==> src/rtl/sec_countdown.sv <==
// Loadable seconds countdown with expiry flag on the 1 -> 0 step.
// Shared by the sequence checker and the global bomb timer.
module sec_countdown #(
  parameter int LIMIT = 30,
  parameter int W     = 6
) (
  input  logic         clk,
  input  logic         rst_n,
  input  logic         load,
  input  logic         en,
  input  logic         tick,
  output logic [W-1:0] count,
  output logic         expire
);

  assign expire = en && tick && (count == W'(1));

  always_ff @(posedge clk or negedge rst_n) begin
    if (!rst_n) begin
      count <= W'(LIMIT);
    end else if (load) begin
      count <= W'(LIMIT);
    end else if (en && tick && count != '0) begin
      count <= count - W'(1);
    end
  end

endmodule

==> config.mk <==
export PLATFORM = sky130hd
export DESIGN_NAME = sec_countdown
export DESIGN_NICKNAME = d
export VERILOG_FILES = /design/src/rtl/sec_countdown.sv
export SDC_FILE = /design/constraint.sdc
export NUM_CORES = 1
export LEC_CHECK = 0
export ABC_AREA = 1
export CAP_MARGIN = 15
export CORE_AREA = 2 2 39 41
export DETAILED_ROUTE_END_ITERATION = 12
export DIE_AREA = 0 0 41 43
export HOLD_SLACK_MARGIN = 0.12
export RECOVER_POWER = 100
export SETUP_SLACK_MARGIN = 0.2
export SLEW_MARGIN = 5
export SYNTH_ARGS = -nofsm -noshare
export SYNTH_HDL_FRONTEND = slang
export SYNTH_SLANG_ARGS = --single-unit
==> constraint.sdc <==
create_clock -name clk -period 3.6 [get_ports clk]
set_input_delay 0.54 -clock clk [delete_from_list [all_inputs] [get_ports clk]]
set_output_delay 0.54 -clock clk [all_outputs]
set_load 0.02 [all_outputs]
# == Word level (Yosys, flattened, before mapping) ==
# Index checks and enable logic that the tools add are counted.
# op_classes
addsub,1
n_mul,0
div_mod_pow,0
magnitude_cmp,0
n_eq_ne,1
n_shift,0
n_mux,2
bitwise_logic,0
reduce_logical,5
# ops
operator,count
$mux W6,2
$eq A6 B1 Y1 const B,1
$reduce_bool A6 Y1,1
$sub A6 B1 Y6 const B,1
$logic_and A1 B1 Y1,3
$reduce_bool A2 Y1,1
# word_totals
ff_bits,6
latch_bits,0
mem_bits_rw,0
romBits,0
input_bits,5
out_inout_bits,7
elab_cells,10
mem_count,0

# == Depth between registers and ports, before layout ==
# Gate-level depths: netlist of run 1.
# depth
word_depth,4
mapped_depth,7
depth_no_buf,7

# == Worst setup path after synthesis of run 1 ==
# Ideal clock, no wire load.
# synth_path
kind,register to output
startpoint,register count[1]
endpoint,output port expire
arrival_time_ps,1009
t_required_ps,3060
path_slack_ps,2051
path_stages_with_launch,5
path_cell_list,dfstp_2 inv_1 ha_1 nand3_1 nor2_1
# synth_via
elab_chain_len,2
# synth_lines
item,line_no,rtl
"start, declared",12,"output logic [W-1:0] count,"
"start signal, assigned",20,count <= W'(LIMIT);
"start signal, assigned",22,count <= W'(LIMIT);
"start signal, assigned",24,count <= count - W'(1);
$eq A6 B1 Y1,16,assign expire = en && tick && (count == W'(1));
$logic_and A1 B1 Y1,16,
"end, declared",13,output logic expire
# No other way between the ends.

# == Worst setup path in the final report of run 1 ==
# Ends and elaborated chain as after synthesis.

==> results.cfg, run 1 <==
[cells_and_area]
largest_register_ffs = 6
fin_nets = 83
drive_gt1_share_pct = 14.9
reg_top3 = count: 6 flops
n_antenna_cell = 0
top_register = count
syn_to_final_growth_pct = 30.1

[floorplan]
pin_count = 12
die-area_um2 = 1760
die_x_um = 41
core_area_um2 = 1380
die_h_um = 43
initial_core_util_pct = 33.1
rows = 14

[yosys]
syn_inst = 59
synth_area_um2 = 458
ys_ff_latch = 6
ys_types = 15
yosysWarnings = 0
syn_area_per_cell_um2 = 7.76
syn-num-nets = 67
yosysSeqAreaShare_pct = 33.9

[timing]
final.setup_skew_ns = 0.000624
finalMaxSlewViolations = 0
finalHoldViolCount = 0
fin_crit_ns = 2.44
period_share_pct = 67.7
worstMarginPinSlew_ns = 0.289
final.setup.tns_ns = 0
setup_violations = 0
rsz0062_at_grt = false
max_freq_mhz = 410
slew_headroom_pct = 80.6

[clock_tree]
ctsLongestPathBuffers = 2
post_cts_buffers = 0
cts-hold-fix-buffers = 0
numCtsBuffers = 3
root_buffer = clkbuf_4
clkSinkCount = 6
tritoncts = yes
clkTransAtPathRegs_ns = 0.05
clk_latency_ns = 0.26
cts_resized = 0
htree_num_levels = 1

[job]
max-cap-violations = 0

[routing]
post_drt_wl_per_cell_um = 10.5
vias_per_cell = 4.60
routed_wl_um = 947
drc = 0
vias = 414
ant_nets = 0
initialDrtViolationCount = 25
drt-pass1-iter-count = 3

[power]
internal_power_uw = 145
combPwrFrac_pct = 26.6
total_power_uw = 222
irDropWorstVdd_mv = 0.154
powerDensity_nw_per_um2 = 373
p_seq_share_pct = 39.4
swShare_pct = 34.7
clock_power_share_pct = 33.9
cellLeakagePower_uw = 0.000297
power.switching_uw = 77.0

[grt]
antenna_found_initial = 0
grt_max_degree = 9
grt_first_pass_wirelength_um = 1470
grt.total_usage_pct = 12.8
grt_pass1_vias = 360
grt-ovfl-total = 0

[placement]
dp_hpwl_um = 704
routabilityCongestion = 0.763
io_buffers = 11

[setup_path]
cp-startpoint = count[1]
worstPathRequired_ns = 3.06
crit_fanout = 4
setup.worst_path.start_class = register
worstReg2RegStart = count[1]
cp-end-kind = output pin
arrival_ns = 1.90
crit_type = register to output pin

[min_path]
worstHoldStart = count[3]
hold_path.class = register to register

[status]
outcome = complete, no violations
==> Yosys cell counts (all sizes together) <==
master	instances	area, um^2
o21ai	4	31.3
nand3	11	67.6
nor2	7	41.3
dfrtp	2	50.1
dfstp	4	105
inv	10	37.5
or2	1	6.26
nand2	16	75.1
ha	3	37.5
nand4	1	6.26
==> final cells by class <==
cell class / count / area (um^2)
Tap cell: 16 / 20.0
Sequential cell: 6 / 155
Fill cell: 135 / 788
Timing Repair Buffer: 11 / 110
Multi-Input combinational cell: 43 / 246
Inverter: 10 / 37.5
Clock buffer: 4 / 26.3
==> per-layer routing <==
metal	track usage, %	vias up	routed length [um]
met4	10.0	0	29
met1	16.0	182	462
met5	0	-	0
met3	3.14	3	62
met2	17.8	11	393
li1	-	218	-
==> metrics by stage <==
step / hold slack [ns] / instance area [um^2] / std cells / setup WS (ns) / util, %
2_1_floorplan: 0.244 / 458 / 59 / 2.05 / -
3_3_place_gp: 0.523 / 588 / 86 / 1.32 / 42.5
3_5_place_dp: 0.527 / 588 / 86 / 1.30 / 42.5
4_1_cts: 0.530 / 614 / 90 / 1.29 / 44.4
5_1_grt: 0.570 / 596 / 90 / 1.08 / 43.0
6_report: 0.543 / 596 / 90 / 1.16 / 43.0
==> path summary, 6_finish.rpt <==
check,end,slack (ns),depth (start not counted)
setup reg to reg,count[2],2.04,7
hold / removal,count[3],0.54,2
hold reg to reg,count[3],0.54,2
max in group asynchronous,count[4],2.73,1
min in group asynchronous,count[0],0.59,1
setup / recovery,expire,1.16,5
==> worst max-delay path, cell delays in order, from the launching register on <==
cell and delay [ns]:
dfstp_1 0.59, inv_1 0.10, ha_1 0.18, nand3_1 0.08, nor2_1 0.04, dlygate4sd3_1 0.64
==> cells by family after synthesis <==
| kind of cell | Yosys count | synth area share, % |
|---|---|---|
| AOI/OAI and AO/OA | 4 | 6.83 |
| and+or+nand+nor | 36 | 42.9 |
| DFF | 6 | 33.9 |
| adders and majority gates | 3 | 8.20 |
| buffers and inverters | 10 | 8.20 |
==> layout by cell type, fill, tap and decap left out <==
| cell | n |
|---|---|
| o21ai_1 | 1 |
| nand2_1 | 16 |
| ha_1 | 3 |
| clkbuf_4 | 3 |
| nand4_1 | 1 |
| inv_1 | 10 |
| nand3_4 | 1 |
| nor2_1 | 5 |
| or2_0 | 1 |
| dlygate4sd3_1 | 8 |
| dfstp_1 | 1 |
| dfrtp_1 | 2 |
| nor2_4 | 2 |
| o21ai_2 | 2 |
| clkbuf_1 | 1 |
| dfstp_2 | 3 |
| o21ai_0 | 1 |
| clkdlybuf4s50_1 | 3 |
| nand3_1 | 10 |
==> power groups by stage <==
stage	sequential [uW]	clock [uW]	combinational [uW]
2_1_floorplan	95.7	0	34.2
3_3_place_gp	89.3	0	64.3
3_5_place_dp	89.3	0	65.1
4_1_cts	88.2	76.8	65.5
5_1_grt	88.7	80.7	65.5
6_report	87.5	75.4	59.1
(Power assumes the default switching activity.)
==> run 2, diff against run 1 <==
Clock period 3.6 ns to 2.2 ns, I/O delays scaled along.
==> run 2 against run 1 <==
- clock skew stayed put
- wire length increased by 0.11%
- register-to-register slack got worse by 1.4 ns
- core utilization shrank 0.090 points
- critical endpoint unchanged
- largest cell class unchanged
- highest routed layer unchanged
==> results.cfg, run 2 (synthesis results as in run 1) <==
[cells_and_area]
n_antenna_cell = 0
fin_nets = 83
largest_register_ffs = 6
syn_to_final_growth_pct = 29.8
final_common_cell = nand2_1
layout_common_cells = 16 x nand2_1, 10 x inv_1, 10 x nand3_1
top_register = count
drive_gt1_share_pct = 14.9
reg_top3 = count: 6 flops

[power]
total_power_uw = 363
irDropWorstVdd_mv = 0.252
powerDensity_nw_per_um2 = 611
cellLeakagePower_uw = 0.000298

[setup_path]
crit_type = register to output pin
worstPathRequired_ns = 1.87
cpPeakStageDelay_ns = 0.59
setup.worst_path.start_class = register
cp-end-kind = output pin
path_buf_inv = 2
cp_top_family = flip-flops
arrival_ns = 1.57
crit_fanout = 4
crit_slowest_cell = dfstp_1
crit_chain = inv_1 -> ha_1 -> nand3_1 -> nor2_1 -> dlygate4sd2_1

[timing]
final.setup.tns_ns = 0
period_share_pct = 86.3
finalMaxSlewViolations = 0
rsz0062_at_grt = false
setup_ws_ns = 0.300
slew_headroom_pct = 80.6
max_freq_mhz = 526
worstMarginPinSlew_ns = 0.289
fin_crit_ns = 1.90
final.setup_skew_ns = 0.000624
setup_violations = 0
finalHoldViolCount = 0

[routing]
routed_wl_um = 948
initialDrtViolationCount = 25
drt-pass1-iter-count = 3
vias_per_cell = 4.60
drc = 0
ant_nets = 0
post_drt_wl_per_cell_um = 10.5
vias = 414

[floorplan]
die-area_um2 = 1760
initial_core_util_pct = 33.1
core_area_um2 = 1380
die_x_um = 41
die_h_um = 43
pin_count = 12
rows = 14

[placement]
routabilityCongestion = 0.763
dp_hpwl_um = 704
place_ws_ns = 0.317
io_buffers = 11

[clock_tree]
clkTransAtPathRegs_ns = 0.05
numCtsBuffers = 3
ctsLongestPathBuffers = 2
tritoncts = yes
cts-hold-fix-buffers = 0
htree_num_levels = 1
clkSinkCount = 6
clk_latency_ns = 0.26
root_buffer = clkbuf_4

[grt]
grt.total_usage_pct = 12.8
antenna_found_initial = 0
grt_first_pass_wirelength_um = 1470
grt_pass1_vias = 360
grt_max_degree = 9
grt-ovfl-total = 0

[min_path]
hold_path.class = input port to async pin

[job]
max-cap-violations = 0

[status]
outcome = complete, no violations
==> run 2: per-stage QoR <==
step	cell area (um^2)	hold WS (ns)	instances	utilization, %
after detailed placement	588	0.527	86	42.5
after global routing	594	0.414	90	42.9
final	594	0.381	90	42.9
after CTS	613	0.320	90	44.3
after floorplan	458	0.0344	59	-
after global placement	588	0.523	86	42.5
==> run 2: layout make-up <==
cell class | instances | area, um^2
Fill cell | 136 | 790
Multi-Input combinational cell | 43 | 246
Sequential cell | 6 | 155
Timing Repair Buffer | 11 | 109
Inverter | 10 | 37.5
Clock buffer | 4 | 26.3
Tap cell | 16 | 20.0
==> run 2: path summary, 6_finish.rpt <==
kind | from | to | slack, ns | depth (start not counted)
min | rst_n | count[0] | 0.38 | 1
max | count[1] | expire | 0.30 | 5
max reg2reg | count[1] | count[2] | 0.64 | 7
min reg2reg | count[3] | count[3] | 0.54 | 2
max in group asynchronous | rst_n | count[4] | 1.54 | 1
min in group clk | count[3] | count[3] | 0.54 | 2
==> run 2: worst register-to-register path, stage by stage (launching register included) <==
cell     delay, ns
dfstp_1       0.59
inv_1         0.10
ha_1          0.22
nand3_4       0.08
nand2_1       0.11
nand2_1       0.22
nand2_1       0.07
o21ai_0       0.08
==> run 2: metal layers <==
metal	part of all wire (%)	wire length, um	track usage (%)	vias up
met5	0	0	0	-
met4	3.1	29	10.0	0
met3	6.5	62	3.14	3
met2	41	393	17.8	11
met1	49	462	16.0	182
li1	-	-	-	218
==> run 2: repair_timing <==
action / CTS / global route
buffers inserted: 0 / 0
gates resized for setup: 1 / 0
setup endpoints to repair: 1 / 0
==> run 2: report_power, final <==
| part | switching [uW] | internal, uW |
|---|---|---|
| registers | 15.8 | 127 |
| clock network | 53.7 | 69.6 |
| logic | 56.4 | 40.3 |
==> run 3, diff against run 2 <==
Settings changed: CTS_CLUSTER_SIZE from default to 12.
==> results of run 3 <==
No change in the layout: final DEF, timing and power equal those of run 2.
